File: src/rtl/gpu_alu_pkg.sv
// Shared constants for the GPU ALU issue path: ALU opcodes, widths and issue FSM encoding.
package gpu_alu_pkg;

  localparam int unsigned CTRL_WIDTH = 2;
  localparam int unsigned DATA_WIDTH = 16;

  localparam logic [CTRL_WIDTH-1:0] ALU_ADD = 2'd0;
  localparam logic [CTRL_WIDTH-1:0] ALU_SUB = 2'd1;
  localparam logic [CTRL_WIDTH-1:0] ALU_SL  = 2'd2;
  localparam logic [CTRL_WIDTH-1:0] ALU_SR  = 2'd3;

  typedef enum logic [1:0] {
    ST_IDLE  = 2'd0,
    ST_DRIVE = 2'd1,
    ST_RESP  = 2'd2
  } state_t;

endpackage

File: src/rtl/gpu_cmd_fifo.sv
// Synchronous command FIFO; flags derive from the registered occupancy count (no bypass).
module gpu_cmd_fifo #(
  parameter int unsigned WIDTH = 38,
  parameter int unsigned DEPTH = 4
) (
  input  logic                         clk,
  input  logic                         rst_n,
  input  logic                         push,
  input  logic [WIDTH-1:0]             wdata,
  input  logic                         pop,
  output logic [WIDTH-1:0]             rdata,
  output logic                         full,
  output logic                         empty,
  output logic [$clog2(DEPTH):0]       count
);

  localparam int unsigned PTR_W = $clog2(DEPTH);
  localparam int unsigned CNT_W = PTR_W + 1;

  logic [WIDTH-1:0] r_mem [DEPTH];
  logic [PTR_W-1:0] r_wr_ptr;
  logic [PTR_W-1:0] r_rd_ptr;
  logic [CNT_W-1:0] r_count;
  logic             w_do_push;
  logic             w_do_pop;

  assign full      = (r_count == CNT_W'(DEPTH));
  assign empty     = (r_count == '0);
  assign count     = r_count;
  assign rdata     = r_mem[r_rd_ptr];
  assign w_do_push = push && !full;
  assign w_do_pop  = pop && !empty;

  // Storage carries no reset; occupancy alone defines validity.
  always_ff @(posedge clk) begin
    if (w_do_push) r_mem[r_wr_ptr] <= wdata;
  end

  always_ff @(posedge clk or negedge rst_n) begin
    if (!rst_n) begin
      r_wr_ptr <= '0;
      r_rd_ptr <= '0;
      r_count  <= '0;
    end else begin
      if (w_do_push) r_wr_ptr <= r_wr_ptr + PTR_W'(1);
      if (w_do_pop)  r_rd_ptr <= r_rd_ptr + PTR_W'(1);
      case ({w_do_push, w_do_pop})
        2'b10:   r_count <= r_count + CNT_W'(1);
        2'b01:   r_count <= r_count - CNT_W'(1);
        default: r_count <= r_count;
      endcase
    end
  end

endmodule

File: src/rtl/gpu_alu_issue.sv
// Issues buffered ALU commands onto registered operand/control lines and returns the
// captured result with its tag over a valid/ready response channel.
module gpu_alu_issue #(
  parameter int unsigned DATA_WIDTH = gpu_alu_pkg::DATA_WIDTH,
  parameter int unsigned CTRL_WIDTH = gpu_alu_pkg::CTRL_WIDTH,
  parameter int unsigned TAG_WIDTH  = 4,
  parameter int unsigned FIFO_DEPTH = 4
) (
  input  logic                  clk,
  input  logic                  rst_n,
  input  logic                  cmd_valid,
  output logic                  cmd_ready,
  input  logic [DATA_WIDTH-1:0] cmd_a,
  input  logic [DATA_WIDTH-1:0] cmd_b,
  input  logic [CTRL_WIDTH-1:0] cmd_op,
  input  logic [TAG_WIDTH-1:0]  cmd_tag,
  output logic [DATA_WIDTH-1:0] alu_inA,
  output logic [DATA_WIDTH-1:0] alu_inB,
  output logic [CTRL_WIDTH-1:0] alu_ctrl,
  input  logic [DATA_WIDTH-1:0] alu_out,
  output logic                  rsp_valid,
  input  logic                  rsp_ready,
  output logic [DATA_WIDTH-1:0] rsp_data,
  output logic [TAG_WIDTH-1:0]  rsp_tag,
  output logic                  busy
);
  import gpu_alu_pkg::*;

  localparam int unsigned ENTRY_W = 2 * DATA_WIDTH + CTRL_WIDTH + TAG_WIDTH;
  localparam int unsigned CNT_W   = $clog2(FIFO_DEPTH) + 1;

  state_t                r_state;
  state_t                w_state_nxt;
  logic [DATA_WIDTH-1:0] r_alu_a;
  logic [DATA_WIDTH-1:0] r_alu_b;
  logic [CTRL_WIDTH-1:0] r_alu_ctrl;
  logic [TAG_WIDTH-1:0]  r_tag;
  logic                  r_rsp_valid;
  logic [DATA_WIDTH-1:0] r_rsp_data;
  logic [TAG_WIDTH-1:0]  r_rsp_tag;
  logic                  r_busy;

  logic                  w_push;
  logic                  w_pop;
  logic                  w_full;
  logic                  w_empty;
  logic [CNT_W-1:0]      w_count;
  logic [CNT_W-1:0]      w_cnt_nxt;
  logic                  w_busy_nxt;
  logic [ENTRY_W-1:0]    w_wdata;
  logic [ENTRY_W-1:0]    w_rdata;
  logic [DATA_WIDTH-1:0] w_h_a;
  logic [DATA_WIDTH-1:0] w_h_b;
  logic [CTRL_WIDTH-1:0] w_h_op;
  logic [TAG_WIDTH-1:0]  w_h_tag;

  assign cmd_ready = !w_full;
  assign w_push    = cmd_valid && !w_full;
  assign w_wdata   = {cmd_a, cmd_b, cmd_op, cmd_tag};
  assign {w_h_a, w_h_b, w_h_op, w_h_tag} = w_rdata;

  gpu_cmd_fifo #(
    .WIDTH (ENTRY_W),
    .DEPTH (FIFO_DEPTH)
  ) u_fifo (
    .clk   (clk),
    .rst_n (rst_n),
    .push  (w_push),
    .wdata (w_wdata),
    .pop   (w_pop),
    .rdata (w_rdata),
    .full  (w_full),
    .empty (w_empty),
    .count (w_count)
  );

  // Next state and pop decision; a pop only ever happens on entry to DRIVE.
  always_comb begin
    w_state_nxt = r_state;
    w_pop       = 1'b0;
    case (r_state)
      ST_IDLE: begin
        if (!w_empty) begin
          w_pop       = 1'b1;
          w_state_nxt = ST_DRIVE;
        end
      end
      ST_DRIVE: w_state_nxt = ST_RESP;
      ST_RESP: begin
        if (rsp_ready) begin
          if (!w_empty) begin
            w_pop       = 1'b1;
            w_state_nxt = ST_DRIVE;
          end else begin
            w_state_nxt = ST_IDLE;
          end
        end
      end
      default: w_state_nxt = ST_IDLE;
    endcase
  end

  // busy is registered, so it looks ahead at next-cycle occupancy and state.
  always_comb begin
    w_cnt_nxt  = w_count + CNT_W'(w_push) - CNT_W'(w_pop);
    w_busy_nxt = (w_cnt_nxt != '0) || (w_state_nxt != ST_IDLE);
  end

  always_ff @(posedge clk or negedge rst_n) begin
    if (!rst_n) begin
      r_state     <= ST_IDLE;
      r_alu_a     <= '0;
      r_alu_b     <= '0;
      r_alu_ctrl  <= CTRL_WIDTH'(ALU_ADD);
      r_tag       <= '0;
      r_rsp_valid <= 1'b0;
      r_rsp_data  <= '0;
      r_rsp_tag   <= '0;
      r_busy      <= 1'b0;
    end else begin
      r_state <= w_state_nxt;
      r_busy  <= w_busy_nxt;
      if (w_pop) begin
        r_alu_a    <= w_h_a;
        r_alu_b    <= w_h_b;
        r_alu_ctrl <= w_h_op;
        r_tag      <= w_h_tag;
      end
      if (r_state == ST_DRIVE) begin
        r_rsp_valid <= 1'b1;
        r_rsp_data  <= alu_out;
        r_rsp_tag   <= r_tag;
      end else if ((r_state == ST_RESP) && rsp_ready) begin
        r_rsp_valid <= 1'b0;
      end
    end
  end

  assign alu_inA   = r_alu_a;
  assign alu_inB   = r_alu_b;
  assign alu_ctrl  = r_alu_ctrl;
  assign rsp_valid = r_rsp_valid;
  assign rsp_data  = r_rsp_data;
  assign rsp_tag   = r_rsp_tag;
  assign busy      = r_busy;

endmodule

File: config.mk
export PLATFORM = sky130hd
export DESIGN_NAME = gpu_alu_issue
export DESIGN_NICKNAME = d
export VERILOG_FILES = /design/src/rtl/gpu_alu_pkg.sv /design/src/rtl/gpu_cmd_fifo.sv /design/src/rtl/gpu_alu_issue.sv
export SDC_FILE = /design/constraint.sdc
export NUM_CORES = 1
export LEC_CHECK = 0
export ABC_CLOCK_PERIOD_IN_PS = 3300
export BUFFER_PORTS_ARGS = -buffer_cell sky130_fd_sc_hd__buf_2
export CAP_MARGIN = 40
export CORE_ASPECT_RATIO = 1.25
export CORE_MARGIN = 4
export CORE_UTILIZATION = 55
export CTS_CLUSTER_SIZE = 16
export DETAILED_ROUTE_END_ITERATION = 16
export PLACE_DENSITY = 0.85
export SLEW_MARGIN = 10
export SYNTH_ARGS = -nofsm -noshare
export SYNTH_HDL_FRONTEND = slang
export SYNTH_SLANG_ARGS = --single-unit
export TNS_END_PERCENT = 10
File: constraint.sdc
create_clock -name clk -period 3.3 [get_ports clk]
set_input_delay 0.495 -clock clk [delete_from_list [all_inputs] [get_ports clk]]
set_output_delay 0.495 -clock clk [all_outputs]
set_load 0.005 [all_outputs]
==> impl_results.md <==
- Layout cell share with drive strength beyond 1: approximately half
- Cell Pwr Density: 961 nW/um^2
- Vias: slightly below 4000
- Hold path endpoint: u_fifo.r_mem[0][19]
- Residual DRC: 0
- Crit Path Category: flip-flop to flip-flop
- Clock transition at path regs: roughly 60 ps
- Antenna violations before repair: 2
- FF+latch count, synth: between 200 and 250
- Area fraction of the dominant cell type after synthesis: between 50% and 60%
- Hold Crit Depth: 1
- Clock skew: 16.7 ps
- Critical Path RT: 3650 ps
- Leading area contributor after synthesis: edfxtp_1
- Pre-CTS setup slack: 570 ps
- Count of final hold-check violations: 0
- Post-DP HPWL: between 9 and 10 mm
- Synthesized cell area: between 8000 and 9000 sq um
- Synth warnings: 0
- Max Fclk: about 370 MHz
- Post-route worst setup slack: between 500 and 600 ps
- Worst Tran Pin Value: just over 800 ps
- Pins over their slew limit: 0
- Post-synthesis sequential area ratio: between 70% and 80%
- R2R Setup Slk: between 500 and 600 ps
- Synth Instances: about 380
- CTS Sinks: approximately 220
- Routed WL per cell: 20.3 um
- Hold_sp: cmd_b[13]
- Core area: 15000 sq um
- Overall power: 9.45 mW
- Peak supply drop: around 0.54 mV
- Cell variety after synth: 29
- NumNets Final: roughly 580
- Mean Syn Cell Area: 22.0 sq um
- Post-CTS setup repair buffer count: 0
- Die width: roughly 120 um
- CP Data Arrival Time: approximately 3100 ps
- Chip height: between 100 and 150 um
- Final TNS setup: 0 ps
- Most common cell after layout, fill and taps aside: edfxtp_1
- Slew Limit Headroom: a little under half
- First-pass GRT wire length: roughly 23 mm
- Hold WC Path Type: primary input to flip-flop
- Reg-to-Reg Start: u_fifo.count[2]
- Port-buffer cells: approximately 110
- Setup violators final: 0
- Setup crit end kind: flip-flop
- CTS H-tree lvls: 1
- Crit-path cells: or3b_4, and2_4, inv_1, xnor2_1, ha_1, fa_1, xnor2_1, xnor2_1, or4b_1
- Clk buf depth: 3
- Max-cap violations: 0
- Via-to-Cell Ratio: 5.53
- RR Endpoint: busy
- WL final: about 14 mm
- Die Area: 17200 sq um
- Filler Cell Count: between 900 and 1000
- Min Tclk post-route: 2720 ps
- Post-CTS Hold Fix Bufs: 1
- Largest net degree at the start of global routing: a little over 40
- R2R depth: 9
- Ratio of final minimum period to clock period: about 82%
- Critical Path Source Type: flip-flop
- Layout area overhead: 17.7%
- Leakage power: ~3.7 nW
- Resized Gates After CTS: 0
- Synth top area cells: edfxtp_1, dfrtp_1, mux4_2
- Drt first pass iters: 6
- RePlAce Congestion: between 0.7 and 0.8
- Status: completed
- Overall fraction of global-route tracks in use: approximately 17%
- Number of global-route vias before repair: 4286
- Starting DRT DRC Count: between 150 and 200
- Clock root cell: clkbuf_16
- Slowest CP cell: or4b_1
- CP max stage delay: 460 ps
- Syn nets: approximately 450
- RSZ-0062 raised after global routing: false
- Overflow after GRT: 0
- Crit path top cell by count: xnor2_1
- Starting Density: 55.9%
- Commonest non-fill, non-tap cells in the layout: edfxtp_1, buf_2, dfrtp_1
- I/O Pins: about 120
- Worst-Skew Late Latency: slightly below 500 ps
- Worst-path fanout max: 6
- Antenna Violating Nets Remaining: 0
- Rows: 50
- CTS tree: done
- Cts bufs inserted: 21
-- power by group --
group          internal, mW  switching (mW)
sequential             3.85           0.514
combinational          1.68            1.19
clock                  1.27           0.942
-- cell usage after synthesis, drive strengths merged --
| cell | instances |
|---|---|
| xnor2 | 5 |
| nor3 | 3 |
| a21o | 1 |
| nor4b | 1 |
| or4b | 1 |
| nor2b | 1 |
| nor2 | 2 |
| buf | 13 |
| a21oi | 2 |
| ha | 6 |
| edfxtp | 152 |
| clkbuf | 2 |
| or3b | 1 |
| and2 | 1 |
| dfrtp | 69 |
| mux2 | 59 |
| xor2 | 4 |
| and3 | 4 |
| mux4 | 38 |
| fa | 2 |
| mux2i | 1 |
| nand2 | 2 |
| inv | 8 |
| and2b | 1 |
-- registers in the layout (all words and copies together) (netlist names) --
signal and count:
rsp_data 16, rsp_valid 1, u_fifo.r_mem 152, alu_ctrl 2, u_fifo.r_rd_ptr 2, r_state 2
busy 1, alu_inB 16, u_fifo.r_wr_ptr 2, u_fifo.count 3, rsp_tag 4, r_tag 4
alu_inA 16
-- cells by family (layout without fill, tap and decap cells) --
logic type      after synthesis  count (layout)  synth area share [%]
buf+inv                      23             169                  1.86
other cells                   0               2                     0
fa+ha+maj                     8               8                  1.38
flops                       221             221                  75.3
compound gates                3               3                 0.210
mux                          98              98                  18.9
xor+xnor                      9               9                 0.943
simple gates                 17              17                  1.48
-- layout make-up --
class                      instances  area, sq um  share of cell area [%]
sequential                       221         6300                    64.0
multi-input combinational        135         1920                    19.5
clock inverter                    10         75.1                   0.763
inverter                           8         30.0                   0.305
tap                              182          228                    2.32
antenna                            2         5.00                  0.0509
clock buffer                      27          558                    5.68
timing repair buffer             124          726                    7.38
-- routing by layer --
layer  GRT usage (%)  up-vias  wire length, um
met4            5.92        0              353
met2            29.7      122             7530
met3            3.46       27              829
met1            21.3     2011             5670
li1                -     1760                -
met5               0        -                0
-- critical path, delay by kind of cell (launching register included) --
kind,cells,cell delay (ps)
XOR/XNOR,3,350
AND/OR/NAND/NOR,3,1100
buffers and inverters,1,120
flip-flops,1,450
adder cells (fa/ha/maj),2,570
-- stage by stage --
stage	hold WS, ps	instances	util [%]	instance area [sq um]
after floorplan	199	379	-	8360
after global placement	466	663	60.6	9060
after detailed placement	490	669	61.4	9190
after CTS	195	707	65.7	9830
after global routing	202	709	65.8	9830
final	213	709	65.8	9830
-- worst max-delay path by stage --
| stage | to | slack [ps] | depth (start not counted) | startpoint |
|---|---|---|---|---|
| floorplan | busy | 680 | 9 | rsp_ready |
| global placement | busy | 640 | 9 | rsp_ready |
| detailed placement | busy | 570 | 9 | rsp_ready |
| CTS | busy | 570 | 9 | u_fifo.count[2] |
| global route | busy | 490 | 9 | u_fifo.count[2] |
| finish | busy | 580 | 9 | u_fifo.count[2] |
(Power assumes the default switching activity.)
